**config.mk**
```make
export PLATFORM = sky130hd
export DESIGN_NAME = seq_multiplier
export DESIGN_NICKNAME = d
export VERILOG_FILES = /design/src/rtl/seq_multiplier.sv
export SDC_FILE = /design/constraint.sdc
export NUM_CORES = 1
export LEC_CHECK = 0
export BUFFER_PORTS_ARGS = -buffer_cell sky130_fd_sc_hd__buf_2
export CORE_MARGIN = 2
export CORE_UTILIZATION = 25
export CTS_CLUSTER_DIAMETER = 80
export CTS_CLUSTER_SIZE = 28
export DETAILED_ROUTE_END_ITERATION = 12
export SLEW_MARGIN = 20
export SYNTH_ARGS = -nofsm -noshare
export SYNTH_HDL_FRONTEND = slang
export SYNTH_SLANG_ARGS = --single-unit
```
**constraint.sdc**
```tcl
create_clock -name clk -period 15.4 [get_ports clk]
set_input_delay 1.54 -clock clk [delete_from_list [all_inputs] [get_ports clk]]
set_output_delay 1.54 -clock clk [all_outputs]
set_load 0.02 [all_outputs]
```
**src/rtl/seq_multiplier.sv**
```systemverilog
// ---------------------------------------------------------------------------
// seq_multiplier
//
// Multi-cycle unsigned shift-add multiplier for the ALU datapath. One W+1 bit
// adder is reused for W iterations instead of building an array multiplier.
// The full 2W-bit product is registered on the completing edge and held until
// the next completion, so the downstream pipeline register never sees a
// partial sum.
//
// Ports:
//   clk         rising-edge clock
//   rst         asynchronous, active-high reset
//   start       request a multiply (accepted in IDLE or DONE)
//   a           multiplicand, unsigned, sampled on the accepting edge
//   b           multiplier, unsigned, sampled on the accepting edge
//   busy        high while an operation is in progress
//   done        one-cycle pulse, product valid
//   product_lo  low W bits of a*b
//   product_hi  high W bits of a*b
// ---------------------------------------------------------------------------
module seq_multiplier #(
    parameter int W = 32
) (
    input  logic         clk,
    input  logic         rst,
    input  logic         start,
    input  logic [W-1:0] a,
    input  logic [W-1:0] b,
    output logic         busy,
    output logic         done,
    output logic [W-1:0] product_lo,
    output logic [W-1:0] product_hi
);

    // Iteration counter width is derived from W and not meant to be overridden.
    localparam int CW = $clog2(W) + 1;

    typedef enum logic [1:0] {
        IDLE,
        RUN,
        DONE
    } state_t;

    state_t         state;
    state_t         state_next;

    // Accumulator layout: {carry, upper W bits, lower W bits}. The lower half
    // starts as the multiplier and is consumed one bit per iteration while the
    // product grows in from the top.
    logic [2*W:0]   acc;
    logic [W-1:0]   multiplicand;
    logic [CW-1:0]  counter;

    logic [W:0]     partial;
    logic [2*W:0]   acc_step;
    logic           accept;
    logic           last_iter;

    assign accept    = start && ((state == IDLE) || (state == DONE));
    assign last_iter = (state == RUN) && (counter == CW'(W - 1));

    // One shift-add iteration. The add is W+1 bits wide so the carry out of
    // the upper half lands in bit 2W before the shift pulls it back down.
    always_comb begin
        partial = acc[2*W:W];
        if (acc[0]) begin
            partial = acc[2*W:W] + {1'b0, multiplicand};
        end
        acc_step = {1'b0, partial, acc[W-1:1]};
    end

    // State register.
    always_ff @(posedge clk or posedge rst) begin
        if (rst) begin
            state <= IDLE;
        end else begin
            state <= state_next;
        end
    end

    // Next-state and status outputs. busy and done decode disjoint states, so
    // they can never be high together.
    always_comb begin
        state_next = state;
        busy       = 1'b0;
        done       = 1'b0;
        case (state)
            IDLE: begin
                if (start) begin
                    state_next = RUN;
                end
            end
            RUN: begin
                busy = 1'b1;
                if (last_iter) begin
                    state_next = DONE;
                end
            end
            DONE: begin
                done       = 1'b1;
                state_next = start ? RUN : IDLE;
            end
            default: begin
                state_next = IDLE;
            end
        endcase
    end

    // Datapath: operands are captured only on an accepting edge, so start
    // pulses while running and later operand changes have no effect. The
    // product registers load only on the edge that finishes iteration W.
    always_ff @(posedge clk or posedge rst) begin
        if (rst) begin
            acc          <= '0;
            multiplicand <= '0;
            counter      <= '0;
            product_lo   <= '0;
            product_hi   <= '0;
        end else if (accept) begin
            multiplicand <= a;
            acc          <= {{(W + 1){1'b0}}, b};
            counter      <= '0;
        end else if (state == RUN) begin
            acc     <= acc_step;
            counter <= counter + CW'(1);
            if (last_iter) begin
                product_hi <= acc_step[2*W-1:W];
                product_lo <= acc_step[W-1:0];
            end
        end
    end

endmodule

```
# --- Word-level counts from Yosys, hierarchy flattened ---
# Cells that the tools add are included.
totals:
  ff_bits: 169
  out_inout_bits: 66
  in_bits: 67
classes:
  addsub: 2
  n_mux: 11
  bitwise: 1
  n_reduce_logical: 7
  n_eq_ne: 5
op_table:
  columns: ["op", "n"]
  rows:
  - ["$mux W65", 2]
  - ["$add A33 B32 Y33", 1]
  - ["$mux W33", 1]
  - ["$mux W6", 2]
  - ["$add A6 B1 Y6 const B", 1]
  - ["$eq A6 B5 Y1 const B", 1]
  - ["$pmux W2 S3", 1]
  - ["$mux W2", 2]
  - ["$ne A2 B2 Y1 const B", 2]
  - ["$mux W1", 3]
  - ["$reduce_and A3 Y1", 1]
  - ["$eq A2 B1 Y1 const B", 1]
  - ["$eq A2 B2 Y1 const B", 1]
  - ["$logic_and A1 B1 Y1", 2]
  - ["$logic_not A2 Y1", 1]
  - ["$reduce_and A2 Y1", 1]
  - ["$reduce_bool A2 Y1", 1]
  - ["$logic_or A1 B1 Y1", 1]
  - ["$not A1 Y1", 1]

# --- Depth between registers and ports, before layout ---
# Gate-level depths: netlist of run 1.
depth:
  word_depth: 5
  ltp_mapped: 11
  depth_no_buf: 11

# --- Worst setup path before layout of run 1 ---
# Ideal clock, no wire load.
synth_timing:
  path_kind: "register to register"
  from: "register acc[32]"
  to: "register acc[63]"
  path_slack_ps: 12466
  arrival_ps: 2813
  n_path_buf: 0
  stages_incl_launch_ff: 12
  period_less_slack_ps: 2934
  setup_ps: 122
  t_required_ps: 15278
  path_cell_list: "dfrtp_1 > ha_1 > fa_1 > a21o_2 > a221oi_2 > o21ai_1 > a21oi_1 > o31a_1 > o31ai_1 > a21o_1 > a21o_1 > a32o_1"
synth_via:
  elab_chain_len: 4
synth_lines:
  columns: ["item", "line_no", "source"]
  rows:
  - ["start: declaration", "50", "logic [2*W:0] acc;"]
  - ["start signal: assignment", "121", "acc <= {{(W + 1){1'b0}}, b};"]
  - ["start signal: assignment", "124", "acc <= acc_step;"]
  - ["$add A33 B32 Y33", "67", "partial = acc[2*W:W] + {1'b0, multiplicand};"]
  - ["$mux W33", "66", "if (acc[0]) begin"]
  - ["$mux W65", "123", "end else if (state == RUN) begin"]
  - ["$mux W65", "119", "end else if (accept) begin"]
# No other way between the ends. The select of a mux whose other input is x is not followed.
# A chain may end at the register's enable or synchronous reset.

# --- Final worst setup path of run 1 ---
# Ends and elaborated chain as after synthesis.

==> results of run 1 <==
stage by stage:
stage	area (sq um)	setup slack, ns	power [W]	hold WS (ns)	util
after floorplan	8300	9.313	0.001767	0.4497	-
after global placement	9361	11.78	0.002087	0.4544	0.2870
after detailed placement	9361	11.77	0.002107	0.4564	0.2870
after CTS	10010	12.05	0.002570	0.4763	0.3069
after global routing	10010	11.83	0.002775	0.4909	0.3070
final	10020	12.02	0.002542	0.4689	0.3071
cells by family after synthesis:
kind of cell / Yosys count
buf+inv: 60
fa+ha+maj: 34
mux: 24
xor+xnor: 26
flops: 168
simple gates: 386
compound gates: 210
worst min-delay path, delay by kind of cell (launching register included):
family,cells,cell delay (ns)
DFF,1,0.34
and+or+nand+nor,2,0.10
flip-flops by register name (all words and copies together), names as in the netlist:
register	count
counter	6
product_lo	32
state	2
multiplicand	32
acc	64
product_hi	32
power groups by stage:
stage               sequential, W  combinational (W)  clock [W]
finish                   0.000805            0.00129   0.000452
global route             0.000835            0.00146   0.000481
CTS                      0.000807            0.00130   0.000462
detailed placement       0.000811            0.00130          0
global placement         0.000809            0.00128          0
floorplan                0.000868           0.000899          0
worst max-delay path by stage:
stage / start / end / slack [ns]
2_1_floorplan: rst / acc[0] / 9.31
3_3_place_gp: rst / acc[25] / 11.78
3_5_place_dp: rst / acc[12] / 11.77
4_1_cts: acc[32] / acc[63] / 12.05
5_1_grt: acc[32] / acc[63] / 11.83
6_report: acc[32] / acc[63] / 12.02
layout make-up:
cell class,count,area share
Tap cell,442,0.05522
Antenna cell,2,0.0004997
Inverter,9,0.003873
Timing Repair Buffer,141,0.07270
Multi-Input combinational cell,680,0.3831
Clock inverter,15,0.02236
Clock buffer,17,0.04247
Sequential cell,168,0.4197
placed cells by master, fill, tap and decap left out, types with 17 or more instances in the layout:
master / Yosys / final
mux2i_1: 23 / 23
nand2_1: 321 / 320
a21o_1: 17 / 17
dfrtp_1: 168 / 168
a22oi_1: 33 / 33
ha_1: 33 / 33
o21ai_0: 74 / 74
buf_2: 3 / 132
clkbuf_16: 0 / 17
a21oi_1: 27 / 27
layer usage:
layer  routed length, microns  GRT usage
met1                    10210     0.1732
met2                     9821     0.2058
met3                     1709    0.04576
met4                      342    0.04126
met5                       11          0
==> flow_summary.ini, run 1 <==
[clock_network]
post-cts-setup-buffers = 0
clockBufferDepth = 2
clock_latency_ns = 0.44
post_cts_resized = 0
hold_buffers = 0
clkSinkCount = 168
clk_pin_slew_ns = 0.08
htreeDepth = 4
cts_root_buf = clkbuf_16
cts_tree = yes
cts_buffers = 17

[power]
powerDensity_nw_per_um2 = 253.8
power.share.sequential = 0.316
combPwrFrac = 0.506
vdd_drop_max_uv = 100.1
switchingPower_w = 0.001159
p_sw_frac = 0.4558
leakage_nw = 5.034
p_int_w = 0.001384
clockPowerShare = 0.178

[floorplan]
start_util = 0.2545
coreArea_sq_um = 32620
die_y_microns = 186.2
dieArea_sq_um = 34680
ios = 133
die_w_microns = 186.2
row_count = 66

[sta]
final-max-slew-violation-count = 0
fin_crit_sh = 0.2198
finalHoldViolCount = 0
rsz0062_at_grt = no
tns_ns = 0
fin_skew_ns = 0.01366
max_slew_margin = 0.3382
setup_violations = 0
max_slew.worst_pin.slew_ns = 0.9927
min_period_ns = 3.384
fmax_ghz = 0.2955

[synth]
yosys_warnings = 0
synth_edf_count = 0
synthMuxAreaShare = 0.02909
synth_cells = 908
synth_top_family_by_area = simple AND/OR/NAND/NOR gates
seq_area_frac_synth = 0.5065
post-synth-top-count-cell = nand2_1
synth_top_flop_cell = dfrtp_1
synth_top_area_share = 0.5065
synth.net_count = 1009
syn_area_per_cell_sq_um = 9.141
synthArstFlopShare = 1.000
yosysUniqueCellTypes = 59
synthXorXnorAreaFrac = 0.02743
synthTopCellsByArea = dfrtp_1 (51%), nand2_1 (15%), ha_1 (5.0%)
yosys-top-cells-count = nand2_1 (321), dfrtp_1 (168), o21ai_0 (74)
synth.largest_area_cell = dfrtp_1
yosys_register_bits = 168
yosys.area_share.simple = 0.1869
synth-adder-area-share = 0.05216
synth-compound-area-share = 0.1640
syn_area_sq_um = 8300

[layout]
num-fill-cells = 3455
ff_latch_area_sq_um = 4204
fin_nets = 1118
fin_cells = 1474
final_layout_size_suffix_gt1_frac = 0.1816
multi_input_area_sq_um = 3837
syn_to_final_growth_pct = 20.67

[setup_path]
worstReg2RegEnd = acc[63]
worst-path-buf-inv = 0
cpMostUsedCell = a21o_1
cp-end-kind = register
crit_chain = ha_1, fa_1, a21o_2, a221oi_2, o21ai_1, a21oi_1, o31a_1, o31ai_1, a21o_1, a21o_1, a32o_1
cp-start-kind = register
critPathArrivalTime_ns = 3.71
cpMaxStageDelayCell = fa_1
critPathMaxStageDelay_ns = 0.42
crit_required_ns = 15.72
crit_type = reg -> reg
r2r-start = acc[32]
reg2reg_depth = 11
crit_fanout = 6
cp_top_family = compound AO/OA/AOI/OAI gates
reg2reg_slack_ns = 12.02
cp_num_cells = 11

[drt]
drtIter0Drc = 279
via_per_inst = 4.550
drc_errors = 0
drt_first_pass_iters = 5
num_vias = 6706
wirelength_microns = 22100
drtAntennaViolNets = 0
avgRoutedWirePerCell_microns = 14.99

[hold_path]
min_path_type = reg -> reg
hold_path_end = product_lo[3]
min-delay-start = product_lo[3]
hold_path_depth = 2

[flow_run]
drv_cap = 0

[global_routing]
antenna_found_initial = 3
grt_usage = 0.1323
grt_max_degree = 94
grt_pass1_vias = 6733
grt_pass1_wl_microns = 35860
grt_overflow = 0

[placed_design]
place_congestion = 0.8119
port_buffers = 132
dpl.hpwl_microns = 15040
dp_cells = 1440

[status]
status = complete, no violations
Power figures use the tool's default switching activity.
==> run 2, diff against run 1 <==
- clock period: 15.4 -> 3.2 ns (I/O delays scaled with it)
==> run 2 against run 1 <==
  * Register-to-register slack worse by 12 ns
  * Die area unchanged
  * Design area grew 0.15%
  * First-iteration DRC count increased by 32%
  * Worst setup slack worse by 12 ns
  * Routed wire length up 3.3%
  * Hold slack worse by 0.40 ns
  * Global-route usage increased by 0.54 points
  * Critical path depth unchanged
  * Critical path type unchanged
==> flow_summary.ini, run 2 (synthesis results as in run 1) <==
[global_routing]
grt_max_degree = 96
antenna_found_initial = 2
grt_usage = 0.1378
grt_pass1_wl_microns = 36900
grt_pass1_vias = 6816
grt_overflow = 0

[clock_network]
clockBufferDepth = 2
cts_root_buf = clkbuf_16
clkSinkCount = 168
clk_pin_slew_ns = 0.07
clock_latency_ns = 0.44
cts_buffers = 17
htreeDepth = 4
cts_tree = yes

[status]
status = complete, no violations

[flow_run]
drv_cap = 0

[sta]
final-max-slew-violation-count = 0
tns_ns = 0
rsz0062_at_grt = no
fmax_ghz = 0.3287
finalHoldViolCount = 0
max_slew_margin = 0.4460
fin_crit_sh = 0.9506
fin_skew_ns = 0.01189
min_period_ns = 3.042
setup_violations = 0
max_slew.worst_pin.slew_ns = 0.8310

[hold_path]
min_path_type = in -> reg
min-delay-start = a[30]

[layout]
fin_cells = 1481
largest_reg_flops = 64
final_layout_size_suffix_gt1_frac = 0.1879
fin_nets = 1126
postLayoutCellArea_sq_um = 10030
syn_to_final_growth_pct = 20.85
top_register = acc
fin_util = 0.3075
layout.cells.most_common_list = nand2_1 (320), dfrtp_1 (168), buf_2 (132)
num-fill-cells = 3443
layout_commonest_cell = nand2_1

[power]
powerDensity_nw_per_um2 = 1220
leakage_nw = 5.039
vdd_drop_max_uv = 589.8

[setup_path]
critPathArrivalTime_ns = 3.37
r2r-start = acc[32]
cp-startpoint = acc[32]
cp-start-kind = register
crit_type = reg -> reg
crit_fanout = 4
crit_required_ns = 3.53
cp-end-kind = register

[placed_design]
dpl.hpwl_microns = 15570
port_buffers = 132
place_congestion = 0.8200
dp_cells = 1446
place_area_sq_um = 9430

[drt]
avgRoutedWirePerCell_microns = 15.41
num_vias = 6819
drt_first_pass_iters = 5
drtIter0Drc = 367
wirelength_microns = 22820
via_per_inst = 4.604
drc_errors = 0
drtAntennaViolNets = 0

[floorplan]
start_util = 0.2545
die_y_microns = 186.2
row_count = 66
dieArea_sq_um = 34680
ios = 133
die_w_microns = 186.2
coreArea_sq_um = 32620
## run 2: cell types whose count changed in the layout (fill, tap and decap cells not counted), sizes merged
cell	previous run	this run
dlygate4sd3	0	1
diode	2	1
clkinvlp	0	3
inv	12	8
buf	141	148
bufinv	0	1
clkinv	12	10
clkbuf	17	19
## run 2: layer usage
layer  vias to the layer above  part of all wire  GRT usage
li1                       3342                 -          -
met1                      3269              0.46     0.1811
met2                       192              0.45     0.2144
met3                        14             0.074    0.04653
met4                         2            0.0097    0.04220
met5                         -           0.00057          0
## run 2: metrics by stage
stage | setup slack (ns) | power, W | hold slack [ns]
after global routing | 0.02784 | 0.01331 | 0.06029
after global placement | 0.09253 | 0.01012 | 0.4238
after CTS | 0.005961 | 0.01232 | 0.04373
after floorplan | 0.2658 | 0.008503 | 0.4254
final | 0.1580 | 0.01224 | 0.06939
after detailed placement | 0.03312 | 0.01024 | 0.4154
## run 2: timing repair
action | in CTS | in global routing
hold endpoints to repair | 20 | 0
hold buffers | 1 | 0
endpoints found under the setup margin | 0 | 12
gates resized for setup | 0 | 3
buffers inserted | 0 | 1
## run 2: layout make-up
class / count / area, sq um / area share
diodes: 1 / 2.502 / 0.0002495
clock buffers: 19 / 442.9 / 0.04416
clock inverters: 13 / 123.9 / 0.01235
inverters: 9 / 37.54 / 0.003742
multi-input cells: 680 / 3851 / 0.3839
flip-flops and latches: 168 / 4204 / 0.4191
well taps: 442 / 553.0 / 0.05513
repair buffers: 149 / 815.8 / 0.08133
## run 2: critical path: stages (launching register included)
cell,delay [ns]
dfrtp_1,0.40
ha_1,0.24
fa_2,0.36
a21o_2,0.22
a221oi_2,0.28
o21ai_1,0.16
a21oi_2,0.21
o31a_1,0.30
o31ai_1,0.15
a21o_1,0.19
a21o_1,0.18
a32o_1,0.25
## run 2: final timing paths
check                      slack, ns               end  cells past startpoint
hold reg to reg                 0.47     product_lo[4]                      2
hold / removal                  0.07  multiplicand[30]                      3
setup / recovery                0.16           acc[63]                     11
max in group asynchronous       1.82           acc[21]                      4
setup reg to reg                0.16           acc[63]                     11
min in group asynchronous       0.49   multiplicand[6]                      3
## run 2: power breakdown
| group | internal [W] | leakage, nW | switching (W) |
|---|---|---|---|
| combinational | 0.00248 | 2.63 | 0.00386 |
| clock | 0.00110 | 0.275 | 0.000915 |
| sequential | 0.00317 | 2.13 | 0.000710 |
